===== src/rtl/mem_bus_pkg.sv =====
// Shared definitions for the sram-like bus bridges: FSM state encoding and
// bus transfer size codes.
package mem_bus_pkg;

    typedef enum logic [1:0] {
        IDLE = 2'd0,
        ADDR = 2'd1,
        WAIT = 2'd2,
        DONE = 2'd3
    } state_t;

    localparam logic [1:0] SZ_BYTE = 2'd0;
    localparam logic [1:0] SZ_HALF = 2'd1;
    localparam logic [1:0] SZ_WORD = 2'd2;

endpackage


===== src/rtl/dmem_sram_bridge_wen2size.sv =====
// Byte write mask to bus transfer size; shared with the instruction-side bridge.
module wen2size
    import mem_bus_pkg::*;
(
    input  logic [3:0] wen,
    output logic [1:0] size
);

    always_comb begin
        size = SZ_WORD;
        case (wen)
            4'b1111:                            size = SZ_WORD;
            4'b0011, 4'b1100:                   size = SZ_HALF;
            4'b0001, 4'b0010, 4'b0100, 4'b1000: size = SZ_BYTE;
            // Masks the CPU never produces fall back to a word transfer.
            default:                            size = SZ_WORD;
        endcase
    end

endmodule


===== src/rtl/dmem_sram_bridge.sv =====
// Converts the CPU's single-cycle data SRAM port into a split-transaction
// sram-like bus, stalling the pipeline while a transaction is outstanding.
module dmem_sram_bridge
    import mem_bus_pkg::*;
#(
    parameter int ADDR_W = 32,
    parameter int DATA_W = 32
) (
    input  logic              clk,
    input  logic              rst,
    input  logic              cpu_en,
    input  logic [3:0]        cpu_wen,
    input  logic [1:0]        cpu_rsize,
    input  logic [ADDR_W-1:0] cpu_addr,
    input  logic [DATA_W-1:0] cpu_wdata,
    output logic [DATA_W-1:0] cpu_rdata,
    input  logic              other_stall,
    output logic              data_stall,
    output logic              bus_req,
    output logic              bus_wr,
    output logic [1:0]        bus_size,
    output logic [ADDR_W-1:0] bus_addr,
    output logic [DATA_W-1:0] bus_wdata,
    input  logic              bus_addr_ok,
    input  logic              bus_data_ok,
    input  logic [DATA_W-1:0] bus_rdata
);

    state_t            state;
    logic              wr_q;
    logic [1:0]        size_q;
    logic [ADDR_W-1:0] addr_q;
    logic [DATA_W-1:0] wdata_q;

    logic              req_wr;
    logic [1:0]        req_size;
    logic [1:0]        wsize;

    wen2size u_wen2size (
        .wen  (cpu_wen),
        .size (wsize)
    );

    assign req_wr   = |cpu_wen;
    assign req_size = req_wr ? wsize : cpu_rsize;

    always_ff @(posedge clk) begin
        if (!rst) begin
            state     <= IDLE;
            cpu_rdata <= '0;
            wr_q      <= 1'b0;
            size_q    <= '0;
            addr_q    <= '0;
            wdata_q   <= '0;
        end else begin
            case (state)
                IDLE: begin
                    if (cpu_en) begin
                        wr_q    <= req_wr;
                        size_q  <= req_size;
                        addr_q  <= cpu_addr;
                        wdata_q <= cpu_wdata;
                        state   <= bus_addr_ok ? WAIT : ADDR;
                    end
                end
                ADDR: begin
                    if (bus_addr_ok) state <= WAIT;
                end
                WAIT: begin
                    if (bus_data_ok) begin
                        if (!wr_q) cpu_rdata <= bus_rdata;
                        state <= DONE;
                    end
                end
                DONE: begin
                    // Leave only when the whole pipeline advances, so a held
                    // M-stage request is not issued a second time.
                    if (!other_stall) state <= IDLE;
                end
                default: state <= IDLE;
            endcase
        end
    end

    always_comb begin
        bus_req    = 1'b0;
        data_stall = 1'b0;
        bus_wr     = wr_q;
        bus_size   = size_q;
        bus_addr   = addr_q;
        bus_wdata  = wdata_q;
        case (state)
            IDLE: begin
                bus_req    = cpu_en;
                data_stall = cpu_en;
                bus_wr     = cpu_en ? req_wr    : 1'b0;
                bus_size   = cpu_en ? req_size  : 2'd0;
                bus_addr   = cpu_en ? cpu_addr  : '0;
                bus_wdata  = cpu_en ? cpu_wdata : '0;
            end
            ADDR: begin
                bus_req    = 1'b1;
                data_stall = 1'b1;
            end
            WAIT: begin
                data_stall = 1'b1;
            end
            DONE: begin
                data_stall = 1'b0;
            end
            default: begin
                data_stall = 1'b0;
            end
        endcase
    end

endmodule


===== config.mk =====
export PLATFORM = sky130hd
export DESIGN_NAME = dmem_sram_bridge
export DESIGN_NICKNAME = d
export VERILOG_FILES = /design/src/rtl/mem_bus_pkg.sv /design/src/rtl/dmem_sram_bridge_wen2size.sv /design/src/rtl/dmem_sram_bridge.sv
export SDC_FILE = /design/constraint.sdc
export NUM_CORES = 1
export LEC_CHECK = 0
export CAP_MARGIN = 25
export CORE_MARGIN = 4
export CORE_UTILIZATION = 53
export CTS_CLUSTER_DIAMETER = 80
export DETAILED_ROUTE_END_ITERATION = 8
export DONT_BUFFER_PORTS = 1
export GPL_TIMING_DRIVEN = 1
export MAX_ROUTING_LAYER = met4
export PLACE_DENSITY = 0.71
export SYNTH_ARGS = -nofsm -noshare
export SYNTH_HDL_FRONTEND = slang
export SYNTH_SLANG_ARGS = --single-unit

===== constraint.sdc =====
create_clock -name clk -period 1.95 [get_ports clk]
set_input_delay 0.4875 -clock clk [delete_from_list [all_inputs] [get_ports clk]]
set_output_delay 0.4875 -clock clk [all_outputs]
set_load 0.02 [all_outputs]

==> impl_metrics.toml <==
[run_status]
status = "finished with violations"
violations = "setup timing"

[synth]
synthesis.area_mm2 = 0.00430
yosysTopAreaCellShare = 0.470
synthesis.nets = 713
synth_xor_area_frac = 0
ys_top_cells_by_area = "dfxtp_1 (47%), nand2_1 (17%), a21oi_1 (12%), o21ai_0 (7.7%), inv_1 (6.1%)"
syn_inst = 600
synth_simple_gate_area_frac = 0.191
synthArstFlopShare = 0
synthAdderAreaFrac = 0.0145
yosys_most_used_dff = "dfxtp_1"
yosysWarnings = 0
yosysUniqueCellTypes = 26
ys_seq_elements = 101
synth_compound_area_frac = 0.211
synth_edf_count = 0
synth-seq-area-share = 0.470
yosysTopAreaCell = "dfxtp_1"
synth_top_family_by_area = "compound AO/OA/AOI/OAI gates"
muxShareOfSynthArea = 0.00727
avgSynthCellArea_um2 = 7.17

[critical_path]
crit_path_max_fanout = 7
critPathArrivalTime_ps = 1750
reg2reg_depth = 8
reg2reg_to = "addr_q[11]"
r2r-start = "state[1]"
critPathLaunchType = "flip-flop"
ff2ff_setup_slack_ps = 100
critical_path_class = "flip-flop to primary output"
cp-end-kind = "primary output"
cp.required_ps = 1460

[clock_tree]
clock_latency_ps = 360
cts_buffers = 9
ctsHoldBuffers = 0
cts_max_level = 3
cts_tree = "built"
cts_root_buf = "clkbuf_8"
cts_buffer_depth = 2
cts.sinks = 101
path_clk_slew_ps = 110

[timing]
period_needed_ps = 2230
drv_slew = 0
hold-worst-slack_ps = 247
skew_ps = 19.5
worst_slack_ps = -285
setup-tns-final_ps = -13500
hold_viol_final = 0
max_slew.worst_pin.slew_ps = 542
setup_viol = 69
period_share = 1.15
max_slew_margin = 0.639
fmax_ghz = 0.448
rsz0062_at_grt = "yes"

[global_route]
top_usage_layer = "met2"
grt_max_degree = 100
grt_pass1_vias = 4436
grt_antenna_before_repair = 0
grt_overflow = 0
met2_usage = 0.467
gr-usage-met3 = 0.0621
grtUsageTotal = 0.277
grt_pass1_wl_um = 21300
groute.layer.met1.usage = 0.313

[drt]
dr.pass1.iters = 5
wl_um = 14800
route.detailed.drc = 0
first_iter_violations = 223
avgRoutedWirePerCell_um = 18.5
drtAntennaViolNets = 0
vias_per_cell = 5.57
via_count = 4463

[floorplanning]
die_y_um = 98.1
fp-row-count = 32
io_pins = 209
start_util = 0.551
dieArea_mm2 = 0.00962
die_w_um = 98.1
core_area_mm2 = 0.00781

[min_path]
min_path_type = "input pin to flip-flop"
min_from = "bus_rdata[2]"
whs_endpoint = "cpu_rdata[2]"
hold-path-cell-count = 2

[pwr]
comb_power_share = 0.598
pwr-share-seq = 0.272
pwr-share-clk = 0.130
swShare = 0.441
leakagePower_nw = 2.52
p_switching_mw = 4.39
p_int_mw = 5.56
powerDensity_mw_per_mm2 = 1590
peakVddDrop_mv = 0.892

[final_layout]
drive_gt1_frac = 0.329
mostFrequentLayoutCell = "nand2_1"
regArea_mm2 = 0.00202
multi_input_area_mm2 = 0.00231
finalNonFillerCells = 801
area_delta_synth_final_pct = 45.0
antenna_cells = 0
nFillCells = 503
layout_common_cells = "nand2_1 (155), a21oi_1 (99), dfxtp_1 (99), inv_1 (68), buf_4 (64)"
fin_area_mm2 = 0.00624
nNetsFinal = 807

[placed_design]
place_area_mm2 = 0.00487
hpwl_um = 7870
place_inst = 742
portBuffers = 0
place_congestion = 0.801

[flow_run]
max_cap_viol_count = 0
-- worst max-delay path: stages (launching register included) --
cell and delay (ps):
dfxtp_2 340, inv_2 80, ha_4 140, and2_4 240, buf_12 140, buf_16 150
nand2_4 60, o21ai_1 90, buf_4 170
-- layout make-up --
class / instances / area share
Sequential cell: 101 / 0.324
Timing Repair Buffer: 122 / 0.212
Clock inverter: 7 / 0.0106
Multi-Input combinational cell: 389 / 0.370
Clock buffer: 9 / 0.0199
Tap cell: 102 / 0.0205
Inverter: 71 / 0.0427
-- flip-flops by register name (all words and copies together) (netlist names) --
name	flops
cpu_rdata	32
size_q	2
addr_q	32
wr_q	1
state	2
wdata_q	32
-- worst max-delay path by stage --
stage	from	cells past startpoint	endpoint
after floorplan	state[0]	5	bus_addr[0]
after global placement	state[0]	7	bus_addr[14]
after detailed placement	state[0]	7	bus_addr[14]
after CTS	state[0]	8	bus_addr[2]
after global routing	state[1]	8	bus_addr[21]
final	state[1]	8	bus_addr[21]
-- power by group through the flow --
stage	Sequential (mW)	Clock, mW	Combinational, mW
after global routing	2.74	1.40	6.27
after detailed placement	2.73	0	3.58
final	2.71	1.29	5.95
after CTS	2.69	1.30	5.00
after global placement	2.71	0	3.50
after floorplan	2.69	0	2.36
-- metal layers --
| metal | wire length, um | vias up |
|---|---|---|
| met3 | 1030 | 70 |
| met1 | 5530 | 2059 |
| met4 | 685 | 0 |
| met5 | 0 | - |
| met2 | 7550 | 228 |
| li1 | - | 2106 |
-- cells in the mapped netlist (3+ instances only) --
master    instances
a211oi_1          3
a21oi_1          99
buf_2            11
buf_4             9
clkbuf_1         18
dfxtp_1         101
ha_1              5
inv_1            70
nand2_1         194
nand2b_1          4
o21ai_0          66
o22ai_1           3
-- metrics by stage --
stage	utilization	power, mW	setup slack, ps
after floorplan	-	5.04	-37.7
after global placement	0.624	6.21	66.0
after detailed placement	0.624	6.31	3.57
after CTS	0.749	9.00	-211
after global routing	0.799	10.4	-341
final	0.799	9.95	-285
-- kinds of logic after synthesis --
kind of cell / Yosys count
AOI/OAI and AO/OA: 175
adders and majority gates: 5
buffers and inverters: 110
DFF: 101
muxes: 3
and+or+nand+nor: 206
-- what timing repair did --
| item | CTS | global route |
|---|---|---|
| buffers inserted | 25 | 11 |
| gates resized for setup | 160 | 72 |
| cloned | 5 | 3 |
| endpoints found under the setup margin | 69 | 87 |
| pin swaps | 16 | 12 |
Note: power is estimated with default switching activity, not from simulation.
